[config.mk]
export PLATFORM = sky130hd
export DESIGN_NAME = dma_sink
export DESIGN_NICKNAME = d
export VERILOG_FILES = /design/src/rtl/dma_pkg.sv /design/src/rtl/dma_fifo.sv /design/src/rtl/dma_sink.sv
export SDC_FILE = /design/constraint.sdc
export NUM_CORES = 1
export LEC_CHECK = 0
export BUFFER_PORTS_ARGS = -buffer_cell sky130_fd_sc_hd__buf_2
export CAP_MARGIN = 20
export CORE_UTILIZATION = 48
export DETAILED_ROUTE_END_ITERATION = 10
export GPL_TIMING_DRIVEN = 0
export PLACE_DENSITY = 0.71
export SYNTH_ARGS = -nofsm -noshare
export SYNTH_HDL_FRONTEND = slang
export SYNTH_SLANG_ARGS = --single-unit
[constraint.sdc]
create_clock -name clk -period 6.6 [get_ports clk]
set_input_delay 0 -clock clk [delete_from_list [all_inputs] [get_ports clk]]
set_output_delay 0 -clock clk [all_outputs]
set_load 0.03 [all_outputs]
[src/rtl/dma_pkg.sv]
// Shared types for the DMA sink: FSM states, interrupt bit positions and the buffered beat.
package dma_pkg;

    typedef enum logic [1:0] {
        IDLE,
        ACTIVE,
        DRAIN,
        WAIT_ACK
    } dma_sink_state_e;

    localparam int INT_DONE = 0;
    localparam int INT_ERR  = 1;

    typedef struct packed {
        logic [31:0] addr;
        logic [31:0] data;
    } beat_t;

endpackage

[src/rtl/dma_fifo.sv]
// Synchronous FIFO with registered storage and no write-to-read bypass.
// Pointers carry one extra MSB so full and empty can be told apart.
module dma_fifo #(
    parameter int DEPTH = 8,
    parameter int WIDTH = 64
) (
    input  logic             clk,
    input  logic             rst_n,
    input  logic             push,
    input  logic             pop,
    input  logic [WIDTH-1:0] wdata,
    output logic [WIDTH-1:0] rdata,
    output logic             full,
    output logic             empty
);

    localparam int AW = $clog2(DEPTH);

    logic [AW:0]      r_wr_ptr;
    logic [AW:0]      r_rd_ptr;
    logic [WIDTH-1:0] r_mem [DEPTH];
    logic             w_push;
    logic             w_pop;

    assign w_push = push && !full;
    assign w_pop  = pop && !empty;

    // NOTE: state flops use non-blocking assignments so every flop samples pre-edge values.
    always_ff @(posedge clk or negedge rst_n) begin
        if (!rst_n) begin
            r_wr_ptr <= '0;
            r_rd_ptr <= '0;
        end else begin
            if (w_push) r_wr_ptr <= r_wr_ptr + 1'b1;
            if (w_pop)  r_rd_ptr <= r_rd_ptr + 1'b1;
        end
    end

    // NOTE: storage is not reset; the pointers alone decide which entries are valid.
    always_ff @(posedge clk) begin
        if (w_push) r_mem[r_wr_ptr[AW-1:0]] <= wdata;
    end

    assign rdata = r_mem[r_rd_ptr[AW-1:0]];
    assign empty = (r_wr_ptr == r_rd_ptr);
    assign full  = (r_wr_ptr[AW] != r_rd_ptr[AW]) &&
                   (r_wr_ptr[AW-1:0] == r_rd_ptr[AW-1:0]);

endmodule

[src/rtl/dma_sink.sv]
// Responder end of the CPU DMA interface: buffers single-beat writes, drains them to a
// device port and raises sticky interrupts. Optional address check: DMA_SINK_ADDR_CHECK_EN.
module dma_sink
    import dma_pkg::*;
#(
    parameter int DEPTH     = 8,
    parameter int BURST_LEN = 4
) (
    input  logic        clk,
    input  logic        rst_n,
    input  logic        en,
    input  logic [31:0] memAddr,
    input  logic [31:0] memDataOut,
    input  logic        ack,
    output logic        nextTransaction,
    output logic [1:0]  Interrupt,
    output logic        dev_valid,
    output logic [31:0] dev_addr,
    output logic [31:0] dev_data,
    input  logic        dev_ready
);

    localparam int CW = $clog2(BURST_LEN + 1);

    dma_sink_state_e r_state;
    logic [CW-1:0]   r_acc_cnt;
    logic [CW-1:0]   r_drn_cnt;
    logic [1:0]      r_int;
    logic            r_out_en;

    beat_t           w_wbeat;
    beat_t           w_head;
    logic            w_full;
    logic            w_empty;
    logic            w_accept;
    logic            w_pop;
    logic            w_acc_last;
    logic            w_drn_last;
    logic            w_enter_wait;
    logic            w_addr_err;
    logic            w_err;

    // Ready is decoded from flops only; r_out_en keeps it low until the first edge after reset.
    assign nextTransaction = r_out_en && !w_full &&
                             ((r_state == IDLE) || (r_state == ACTIVE));

    assign w_accept     = en && nextTransaction;
    assign w_pop        = !w_empty && dev_ready;
    assign w_acc_last   = (r_acc_cnt == CW'(BURST_LEN - 1));
    assign w_drn_last   = (r_drn_cnt == CW'(BURST_LEN - 1));
    assign w_enter_wait = (r_state == DRAIN) && w_pop && w_drn_last;
    assign w_err        = (en && !nextTransaction) || w_addr_err;

    assign w_wbeat = '{addr: memAddr, data: memDataOut};

    dma_fifo #(
        .DEPTH (DEPTH),
        .WIDTH (64)
    ) u_fifo (
        .clk   (clk),
        .rst_n (rst_n),
        .push  (w_accept),
        .pop   (w_pop),
        .wdata (w_wbeat),
        .rdata (w_head),
        .full  (w_full),
        .empty (w_empty)
    );

`ifdef DMA_SINK_ADDR_CHECK_EN
    logic [31:0] r_exp_addr;

    always_ff @(posedge clk or negedge rst_n) begin
        if (!rst_n) begin
            r_exp_addr <= '0;
        end else if (w_accept) begin
            r_exp_addr <= memAddr + 32'd4;
        end
    end

    // Only beats after the first of a burst are checked; the first one seeds the expectation.
    assign w_addr_err = w_accept && (r_state == ACTIVE) && (memAddr != r_exp_addr);
`else
    assign w_addr_err = 1'b0;
`endif

    always_ff @(posedge clk or negedge rst_n) begin
        if (!rst_n) begin
            r_state   <= IDLE;
            r_acc_cnt <= '0;
            r_drn_cnt <= '0;
            r_int     <= 2'b00;
            r_out_en  <= 1'b0;
        end else begin
            r_out_en <= 1'b1;
            if (w_accept) r_acc_cnt <= r_acc_cnt + 1'b1;
            if (w_pop)    r_drn_cnt <= r_drn_cnt + 1'b1;

            case (r_state)
                IDLE: begin
                    if (w_accept) r_state <= w_acc_last ? DRAIN : ACTIVE;
                end
                ACTIVE: begin
                    if (w_accept && w_acc_last) r_state <= DRAIN;
                end
                DRAIN: begin
                    if (w_enter_wait) r_state <= WAIT_ACK;
                end
                WAIT_ACK: begin
                    // The ack that clears the done bit is the one that ends the burst.
                    if (ack && !r_int[INT_ERR]) begin
                        r_state   <= IDLE;
                        r_acc_cnt <= '0;
                        r_drn_cnt <= '0;
                    end
                end
                default: r_state <= IDLE;
            endcase

            // An ack services the error bit first; a same-cycle error wins over its clear.
            if (w_err)     r_int[INT_ERR] <= 1'b1;
            else if (ack)  r_int[INT_ERR] <= 1'b0;

            if (w_enter_wait)                 r_int[INT_DONE] <= 1'b1;
            else if (ack && !r_int[INT_ERR])  r_int[INT_DONE] <= 1'b0;
        end
    end

    assign Interrupt = r_int;
    assign dev_valid = !w_empty;
    assign dev_addr  = w_empty ? 32'd0 : w_head.addr;
    assign dev_data  = w_empty ? 32'd0 : w_head.data;

endmodule

Yosys cells after proc, flatten, opt, wreduce, memory -nomap -nowiden

Memory sizes are Yosys's and may differ from the RTL's.
Index checks and enable logic that the tools add are counted.

Register bits: 19
Bits in writable memories: 512
Output and inout port bits: 68
Word-level logic and storage cells: 66
Memories: 1

$add $sub $neg: 4
Equality and inequality tests: 12
Muxes and demuxes: 20
Reductions and logical operators: 21

Memory list:

| memory       | depth | bits a word | rd ports | clocked after Yosys merged registers in | write ports | line           | source |
|---|---|---|---|---|---|---|---|
| u_fifo.r_mem | 8     | 64          | 1        | 0                                       | 1           | dma_fifo.sv:21 | `logic [WIDTH-1:0] r_mem [DEPTH];` |

Operators by type and width:

| cell                                                | number |
|---|---|
| 2-to-1 mux 32 bit                                   | 2 |
| 2-to-1 mux 3 bit                                    | 6 |
| logical AND 1 bit                                   | 12 |
| 2-to-1 mux 2 bit                                    | 5 |
| adder 4 x 1 -> 4 bit, second input constant         | 2 |
| one-hot mux 2 bit (4 select lines)                  | 1 |
| adder 3 x 1 -> 3 bit, second input constant         | 2 |
| equality test 3 x 2 -> 1 bit, second input constant | 2 |
| 2-to-1 mux 1 bit                                    | 6 |
| equality test 2 bit, second input constant          | 2 |
| equality test 4 bit                                 | 1 |
| logical NOT 1 bit                                   | 4 |
| != test 2 x 1 -> 1 bit, second input constant       | 2 |
| != test 2 bit, second input constant                | 2 |
| AND reduction 4 bit                                 | 1 |
| nonzero test 2 bit                                  | 2 |
| equality test 3 bit                                 | 1 |
| equality test 2 x 1 -> 1 bit, second input constant | 1 |
| logical NOT 2 bit                                   | 1 |
| logical OR 1 bit                                    | 1 |
| != test 1 bit                                       | 1 |

Depth between registers and ports, before layout

Gate-level depths: netlist of the first run.

Word-level depth: 9
Gate-level depth with buffers: 7
Mapped depth without buffers: 6

By module

Synthesis of the first run repeated with hierarchy kept, for this count alone.

Cells, all modules: 931
Area total of the unflattened synthesis: 20882.5 um^2

By module, submodules not included:

| module   | times used | cells an instance | area each (um^2) | sequential area each (um^2) |
|---|---|---|---|---|
| dma_fifo | 1          | 800               | 19819.0          | 15574.9 |
| dma_sink | 1          | 131               | 1063.5           | 275.3 |

Least setup slack after synthesis of the first run

No wires, ideal clock.

Path kind: reg2reg
Start point: register u_fifo.r_wr_ptr[0]
End point: memory u_fifo.r_mem[6][0], enable pin
Setup time: 578 ps
Arrival time: 5944 ps
Path slack: 78 ps
Stages on the path, launching flop included: 7
Clock period less this slack: 6522 ps
Cells stage by stage: dfrtp_1 > buf_4 > xor2_4 > nor4_4 > nor3_4 > nand2_1 > nor3b_1

Cells in the longest elaborated chain, start to end: 9

RTL lines:

| item                                   | line                           | source |
|---|---|---|
| from (decl)                            | dma_fifo.sv:19                 | `logic [AW:0] r_wr_ptr;` |
| from (signal assigned)                 | dma_fifo.sv:34                 | `if (w_push) r_wr_ptr <= r_wr_ptr + 1'b1;` |
| equality test 3 bit                    | dma_fifo.sv:47                 | `(r_wr_ptr[AW-1:0] == r_rd_ptr[AW-1:0]);` |
| logical AND 1 bit                      | dma_fifo.sv:46                 | `assign full = (r_wr_ptr[AW] != r_rd_ptr[AW]) &&` |
| logical NOT 1 bit                      | dma_fifo.sv:25, dma_sink.sv:44 |  |
| logical AND 1 bit (2 in series)        | dma_sink.sv:44                 | `assign nextTransaction = r_out_en && !w_full &&` |
| logical AND 1 bit                      | dma_sink.sv:47                 | `assign w_accept = en && nextTransaction;` |
| logical AND 1 bit                      | dma_fifo.sv:25                 | `assign w_push = push && !full;` |
| 2-to-1 mux 1 bit                       | dma_fifo.sv:41                 | `if (w_push) r_mem[r_wr_ptr[AW-1:0]] <= wdata;` |
| 2-to-1 mux 1 bit (not written as such) | dma_fifo.sv:41                 |  |
| to (decl)                              | dma_fifo.sv:21                 |  |

Parallel ways exist; a longest one is shown, timed or not.

Worst setup path after layout of the first run

Start point: register u_fifo.r_rd_ptr[0]
End point: memory u_fifo.r_mem[0][11], enable pin

Cells in the longest elaborated chain, start to end: 9

RTL lines:

| item                                       | line                           | source |
|---|---|---|
| from (decl)                                | dma_fifo.sv:20                 | `logic [AW:0] r_rd_ptr;` |
| from (signal assigned)                     | dma_fifo.sv:35                 | `if (w_pop) r_rd_ptr <= r_rd_ptr + 1'b1;` |
| equality test 3 bit (*)                    | dma_fifo.sv:47                 |  |
| logical AND 1 bit (*)                      | dma_fifo.sv:46                 |  |
| logical NOT 1 bit (*)                      | dma_fifo.sv:25, dma_sink.sv:44 |  |
| logical AND 1 bit (2 in series)            | dma_sink.sv:44                 |  |
| logical AND 1 bit                          | dma_sink.sv:47                 |  |
| logical AND 1 bit (*)                      | dma_fifo.sv:25                 |  |
| 2-to-1 mux 1 bit (*)                       | dma_fifo.sv:41                 |  |
| 2-to-1 mux 1 bit (not written as such) (*) | dma_fifo.sv:41                 |  |

Mark *: on every way between the ends. The rest lies on a longest branch, timed or not.

==> results of run 1 <==
==> area by class of cell <==
class                      count  area share
sequential                   531       0.632
multi-input combinational    331       0.180
timing repair buffer         250      0.0791
clock buffer                  69      0.0569
tap                          539      0.0269
clock inverter                31      0.0122
buffer                        50      0.0118
inverter                       9     0.00145
==> state kept, by name, indices dropped and copies added, names as in the netlist <==
name / flops
u_fifo.r_wr_ptr: 4
r_state: 2
Interrupt: 2
r_drn_cnt: 3
u_fifo.r_rd_ptr: 4
r_out_en: 1
r_acc_cnt: 3
u_fifo.r_mem: 512
==> layer usage <==
layer | up-vias | GRT usage
li1 | 4402 | -
met1 | 5204 | 0.272
met2 | 314 | 0.324
met3 | 52 | 0.0365
met4 | 2 | 0.0494
met5 | - | 0
==> worst paths after layout <==
path | end | slack, ps | depth (start not counted)
min in group asynchronous | Interrupt[1]$_DFFE_PN0P_ | 630 | 3
hold / removal | u_fifo.r_mem[3][25]$_DFFE_PP_ | 210 | 2
hold reg to reg | r_drn_cnt[2]$_DFF_PN0_ | 510 | 2
setup reg to reg | u_fifo.r_mem[0][11]$_DFFE_PP_ | 3460 | 9
setup / recovery | u_fifo.r_mem[0][11]$_DFFE_PP_ | 3460 | 9
max in group asynchronous | u_fifo.r_wr_ptr[2]$_DFFE_PN0P_ | 5420 | 3
==> worst register-to-register path: stages (launching register included) <==
cell and delay [ps]:
dfrtp_1 400, buf_4 190, xor2_4 270, nor4_4 110, nor3_4 290, buf_6 200
nor4b_4 760, buf_8 250, buf_6 180, buf_6 180
==> report_power, final <==
group          leakage [nW]  switching [W]  internal [W]  total, W
Combinational          2.97        0.00250       0.00158   0.00408
Sequential             4.84      0.0000710       0.00395   0.00402
Clock                 0.841        0.00124       0.00173   0.00297
==> placed cells by master (no fill, tap or decap), types with 3 or more instances in the layout <==
master / netlist / routed
buf_16: 0 / 5
buf_2: 21 / 157
buf_4: 18 / 19
buf_6: 2 / 32
buf_8: 0 / 8
bufinv_16: 0 / 5
clkbuf_1: 7 / 20
clkbuf_16: 0 / 54
clkinv_1: 0 / 13
clkinv_2: 0 / 7
dfrtp_1: 19 / 19
dlygate4sd3_1: 0 / 70
edfxtp_1: 512 / 512
ha_1: 10 / 10
inv_1: 8 / 7
mux2i_1: 69 / 69
mux4_2: 128 / 128
nand2_1: 13 / 13
nand4_1: 3 / 3
nor2_1: 70 / 70
xnor2_1: 7 / 7
xor2_1: 3 / 3
xor2_4: 3 / 3
==> kinds of logic after synthesis <==
family	after synthesis
AND/OR/NAND/NOR	100
adder cells (fa/ha/maj)	10
multiplexers	198
buffers and inverters	59
other	1
XOR/XNOR	13
AO/OA/AOI/OAI	9
flip-flops	531
==> per-stage QoR <==
stage / hold WS, ps / TNS [ps] / setup slack [ps] / util
floorplan: -296 / 0 / 78.1 / -
global placement: -33.9 / -1079030 / -5090 / 0.521
detailed placement: -24.1 / 0 / 3460 / 0.536
CTS: 167 / 0 / 3440 / 0.594
global route: 186 / 0 / 3330 / 0.594
finish: 207 / 0 / 3460 / 0.594
==> what timing repair did <==
| item | 4_1_cts | 5_1_grt |
|---|---|---|
| endpoints found under the hold margin | 545 | 0 |
| hold buffers | 70 | 0 |
| gates resized for setup | 0 | 0 |
==> impl_metrics.ini, run 1 <==
[layout]
antenna_cells = 0
fin_area_um2 = 25100
area_growth_pct = 21.4
multi_input_area_um2 = 4500
nFillCells = 3046
stdcell_count = 1810
drive_gt1_frac = 0.349
nNetsFinal = 1305
seq_area_um2 = 15900

[floorplan]
start_util = 0.489
num_io_pins = 137
die_area_um2 = 43900
rows = 75
core_area_um2 = 42200
fp.dieH_um = 209
die_w_um = 209

[hold_path]
min_path_type = input port to flip-flop
hp-start = memDataOut[25]

[detailed_routing]
via_per_inst = 5.51
drt_iter0_markers = 740
ant_nets = 0
drtPass1Iterations = 5
wl_met2_um = 21000
met1Wirelength_um = 17600
met3_length_um = 2510
drc = 0
vias = 9974
top_layer_used = met5
wl_per_cell_um = 23.1
finalWirelength_um = 41800

[cts]
cts-buffers-inserted = 53
cts_buffer_depth = 3
htree_levels = 2
insertion_delay_ps = 590
cts_root_buffer = clkbuf_16
cts_tree = built
cts_setup_buffers = 0
clk_pin_slew_worst_paths_ps = 60
clock_sinks = 531

[critical_path]
slowest_delay_ps = 750
cp-start-kind = flip-flop
cp_data_required_time_ps = 6890
critPathSlowestCell = nor4b_4
worstPathMaxFanout = 10
cp_top_family = simple AND/OR/NAND/NOR gates
worst_ep_arrival_time_ps = 3430
r2r-start = u_fifo.r_rd_ptr[0]$_DFFE_PN0P_
endpoint_kind = flip-flop
crit_chain = buf_4, xor2_4, nor4_4, nor3_4, buf_6, nor4b_4, buf_8, buf_6, buf_6
cpMostUsedCell = buf_6
startpoint = u_fifo.r_rd_ptr[0]$_DFFE_PN0P_
path_class = flip-flop to flip-flop
cp_num_buf_inv = 5

[placement]
dp.cells = 1640
place_area_um2 = 22600
gp_congestion = 0.730
hpwl_um = 26500
io_buffers = 136

[power]
power_density_nw_per_um2 = 441
leakage_nw = 8.65
vdd_drop_max_v = 0.000400
power_w = 0.0111

[synthesis]
synth_common_cells = edfxtp_1, mux4_2, nor2_1
syn-num-nets = 1000
synthSimpleGateAreaFrac = 0.0244
synth_ff_type = edfxtp_1
yosysSeqAreaShare = 0.768
synth_edf_count = 512
synth-compound-area-share = 0.00406
synthXorXnorAreaFrac = 0.00824
netlist_instances = 921
netlist_top_cells_area = edfxtp_1, mux4_2, mux2i_1
synth_top_family_by_area = multiplexers
synth_cell_type_count = 39
yosys_warnings = 0
synthMuxAreaShare = 0.174
synth_top_area_cell = edfxtp_1
synth_most_common_cell = edfxtp_1
synth_top_area_frac = 0.745
synthAdderAreaFrac = 0.00606
synth_seq_cells = 531
syn_area_um2 = 20700
async_flop_share = 0.0358
synth.avg_cell_area_um2 = 22.4

[timing]
finalSetupViolations = 0
fin_crit_sh = 0.476
maxSlewHeadroom = 0.377
hold_violations = 0
fmax_mhz = 318
period_needed_ps = 3140
slew_violations = 0
tightest_slew_ps = 931
worst_clock_skew_ps = 20.5
rsz0062_at_grt = false

[flow_run]
max-cap-violations = 0

[run_status]
status = complete, no violations

[global_route]
first_global_vias = 10321
antenna_found_initial = 1
grt_max_degree = 38
grt_first_pass_wirelength_um = 63600
track_usage = 0.196
overflow = 0
Note: power is estimated with default switching activity, not from simulation.
==> run 2: changes to the inputs <==
ABC_AREA = 1   (was default)
clock period = 2.67 ns   (was 6.6 ns; I/O delays follow)
==> impl_metrics.ini, run 2 <==
[power]
vdd_drop_max_v = 0.000789
leakage_nw = 8.84
power_density_nw_per_um2 = 1200

[critical_path]
cp_data_required_time_ps = 2670
worst_ep_arrival_time_ps = 2690
startpoint = u_fifo.r_rd_ptr[0]$_DFFE_PN0P_
r2r_slack_ps = 30
cp-start-kind = flip-flop
r2r-start = u_fifo.r_rd_ptr[0]$_DFFE_PN0P_
critical_path.endpoint = dev_data[4]
path_class = flip-flop to output port
endpoint_kind = output port
slowest_delay_ps = 540
reg2reg_to = u_fifo.r_mem[3][18]$_DFFE_PP_
worstPathMaxFanout = 10
critPathSlowestCell = dfrtp_2
crit_chain = buf_12, nand2_1, nand2_2, nor2_4, nand2_4, buf_6, buf_4, o21ai_1, nor2_2, buf_2
rr_worst_depth = 10

[synthesis]
netlist_instances = 1590
synth_seq_cells = 531
async_flop_share = 0.0358
yosysSeqAreaShare = 0.761
synth_common_cells = edfxtp_1, nor2_1, o21ai_0
netlist_top_cells_area = edfxtp_1, nor2_1, o21ai_0
synth_ff_type = edfxtp_1
synth_most_common_cell = edfxtp_1
syn-num-nets = 1669
synth.avg_cell_area_um2 = 13.1
synth_top_area_cell = edfxtp_1
synth_edf_count = 512
synth_cell_type_count = 27
syn_area_um2 = 20800
yosys_warnings = 0
synth_top_area_frac = 0.739

[detailed_routing]
drtPass1Iterations = 5
via_per_inst = 5.79
drt_iter0_markers = 1676
ant_nets = 0
drc = 0
wl_per_cell_um = 22.2
finalWirelength_um = 55600
vias = 14486

[run_status]
status = finished with violations
violations = negative setup slack

[global_route]
first_global_vias = 14063
overflow = 0
grt_first_pass_wirelength_um = 82300
track_usage = 0.250
antenna_found_initial = 1
grt_max_degree = 28

[timing]
hold_violations = 0
fin_setup_tns_ps = -15.1
fmax_mhz = 372
slew_violations = 0
finalSetupViolations = 1
tightest_slew_ps = 886
worst_clock_skew_ps = 23.3
period_needed_ps = 2690
hold_ws_ps = 206
maxSlewHeadroom = 0.407
fin_crit_sh = 1.01
rsz0062_at_grt = true
fin_ws_ps = -15.1

[cts]
cts-buffers-inserted = 52
clock_sinks = 531
clk_pin_slew_worst_paths_ps = 60
cts_root_buffer = clkbuf_16
cts_buffer_depth = 3
cts_tree = built
htree_levels = 2
insertion_delay_ps = 610

[floorplan]
rows = 75
fp.dieH_um = 210
core_area_um2 = 42300
die_w_um = 210
start_util = 0.492
die_area_um2 = 44200
num_io_pins = 137

[placement]
io_buffers = 136
hpwl_um = 33300
pre_cts_ws_ps = -596
gp_congestion = 0.779

[layout]
drive_gt1_frac = 0.193
mostFrequentLayoutCells = edfxtp_1, nor2_1, o21ai_0
nNetsFinal = 1963
largest_reg_flops = 512
area_growth_pct = 22.1
final_common_cell = edfxtp_1
utilization = 0.601

[flow_run]
max-cap-violations = 0

[hold_path]
min_path_type = input port to flip-flop
-- run 2: cell type report --
| class | instances | area [µm²] |
|---|---|---|
| repair buffers | 238 | 1910 |
| inverters | 23 | 86.3 |
| clock inverters | 26 | 264 |
| fillers | 3150 | 16900 |
| clock buffers | 68 | 1380 |
| diodes | 1 | 2.50 |
| flip-flops and latches | 531 | 15900 |
| plain buffers | 104 | 636 |
| well taps | 577 | 722 |
| multi-input cells | 934 | 4560 |
-- run 2: worst min-delay path by stage --
stage / slack, ps / cells past startpoint / to / from
after floorplan: -300 / 0 / Interrupt[0]$_DFFE_PN0P_ / rst_n
after global placement: -30 / 1 / r_state[1]$_DFFE_PN0P_ / rst_n
after detailed placement: -30 / 1 / r_state[1]$_DFFE_PN0P_ / rst_n
after CTS: 180 / 2 / u_fifo.r_mem[2][23]$_DFFE_PP_ / memDataOut[23]
after global routing: 220 / 2 / u_fifo.r_mem[1][49]$_DFFE_PP_ / memAddr[17]
final: 210 / 2 / u_fifo.r_mem[2][21]$_DFFE_PP_ / memDataOut[21]
-- run 2: where the power goes --
part	switching (W)	internal [W]
combinational	0.00946	0.00380
clock	0.00304	0.00412
sequential	0.000242	0.00979
total	0.0127	0.0177
-- run 2: per-layer routing --
metal	up-vias	GRT usage	share of wire
met5	-	0	0
li1	6441	-	-
met3	113	0.0457	0.093
met1	7169	0.334	0.39
met4	0	0.103	0.033
met2	763	0.406	0.48
-- run 2: through the flow --
step | power (W) | cell area (µm²) | std cells
after floorplan | 0.0181 | 20900 | 1590
after global placement | 0.0223 | 22300 | 2303
after detailed placement | 0.0226 | 22700 | 2322
after CTS | 0.0302 | 25300 | 2502
after global routing | 0.0318 | 25400 | 2501
final | 0.0305 | 25400 | 2502
-- run 2: critical path, delay by kind of cell (launching register included) --
family | cells | cell delay, ps
flip-flops | 1 | 540
AO/OA/AOI/OAI | 1 | 90
AND/OR/NAND/NOR | 5 | 560
buffers and inverters | 4 | 850
-- run 2: logic make-up (layout without fill, tap and decap cells) --
family          count (synthesis)  count (layout)  share of synthesized area
fa+ha+maj                      10              10                    0.00601
other cells                     1               2                   0.000180
buf+inv                       128             459                     0.0257
flops                         531             531                      0.761
xor+xnor                        6               6                    0.00252
simple gates                  452             455                     0.0850
compound gates                462             462                      0.119
-- run 2: repair_timing --
action | in CTS | in global routing
resized for setup | 82 | 86
endpoints found under the hold margin | 551 | 0
hold buffers | 70 | 0
endpoints found under the setup margin | 553 | 114
pin swaps | 7 | 1
gates cloned | 3 | 0
setup buffers | 13 | 0
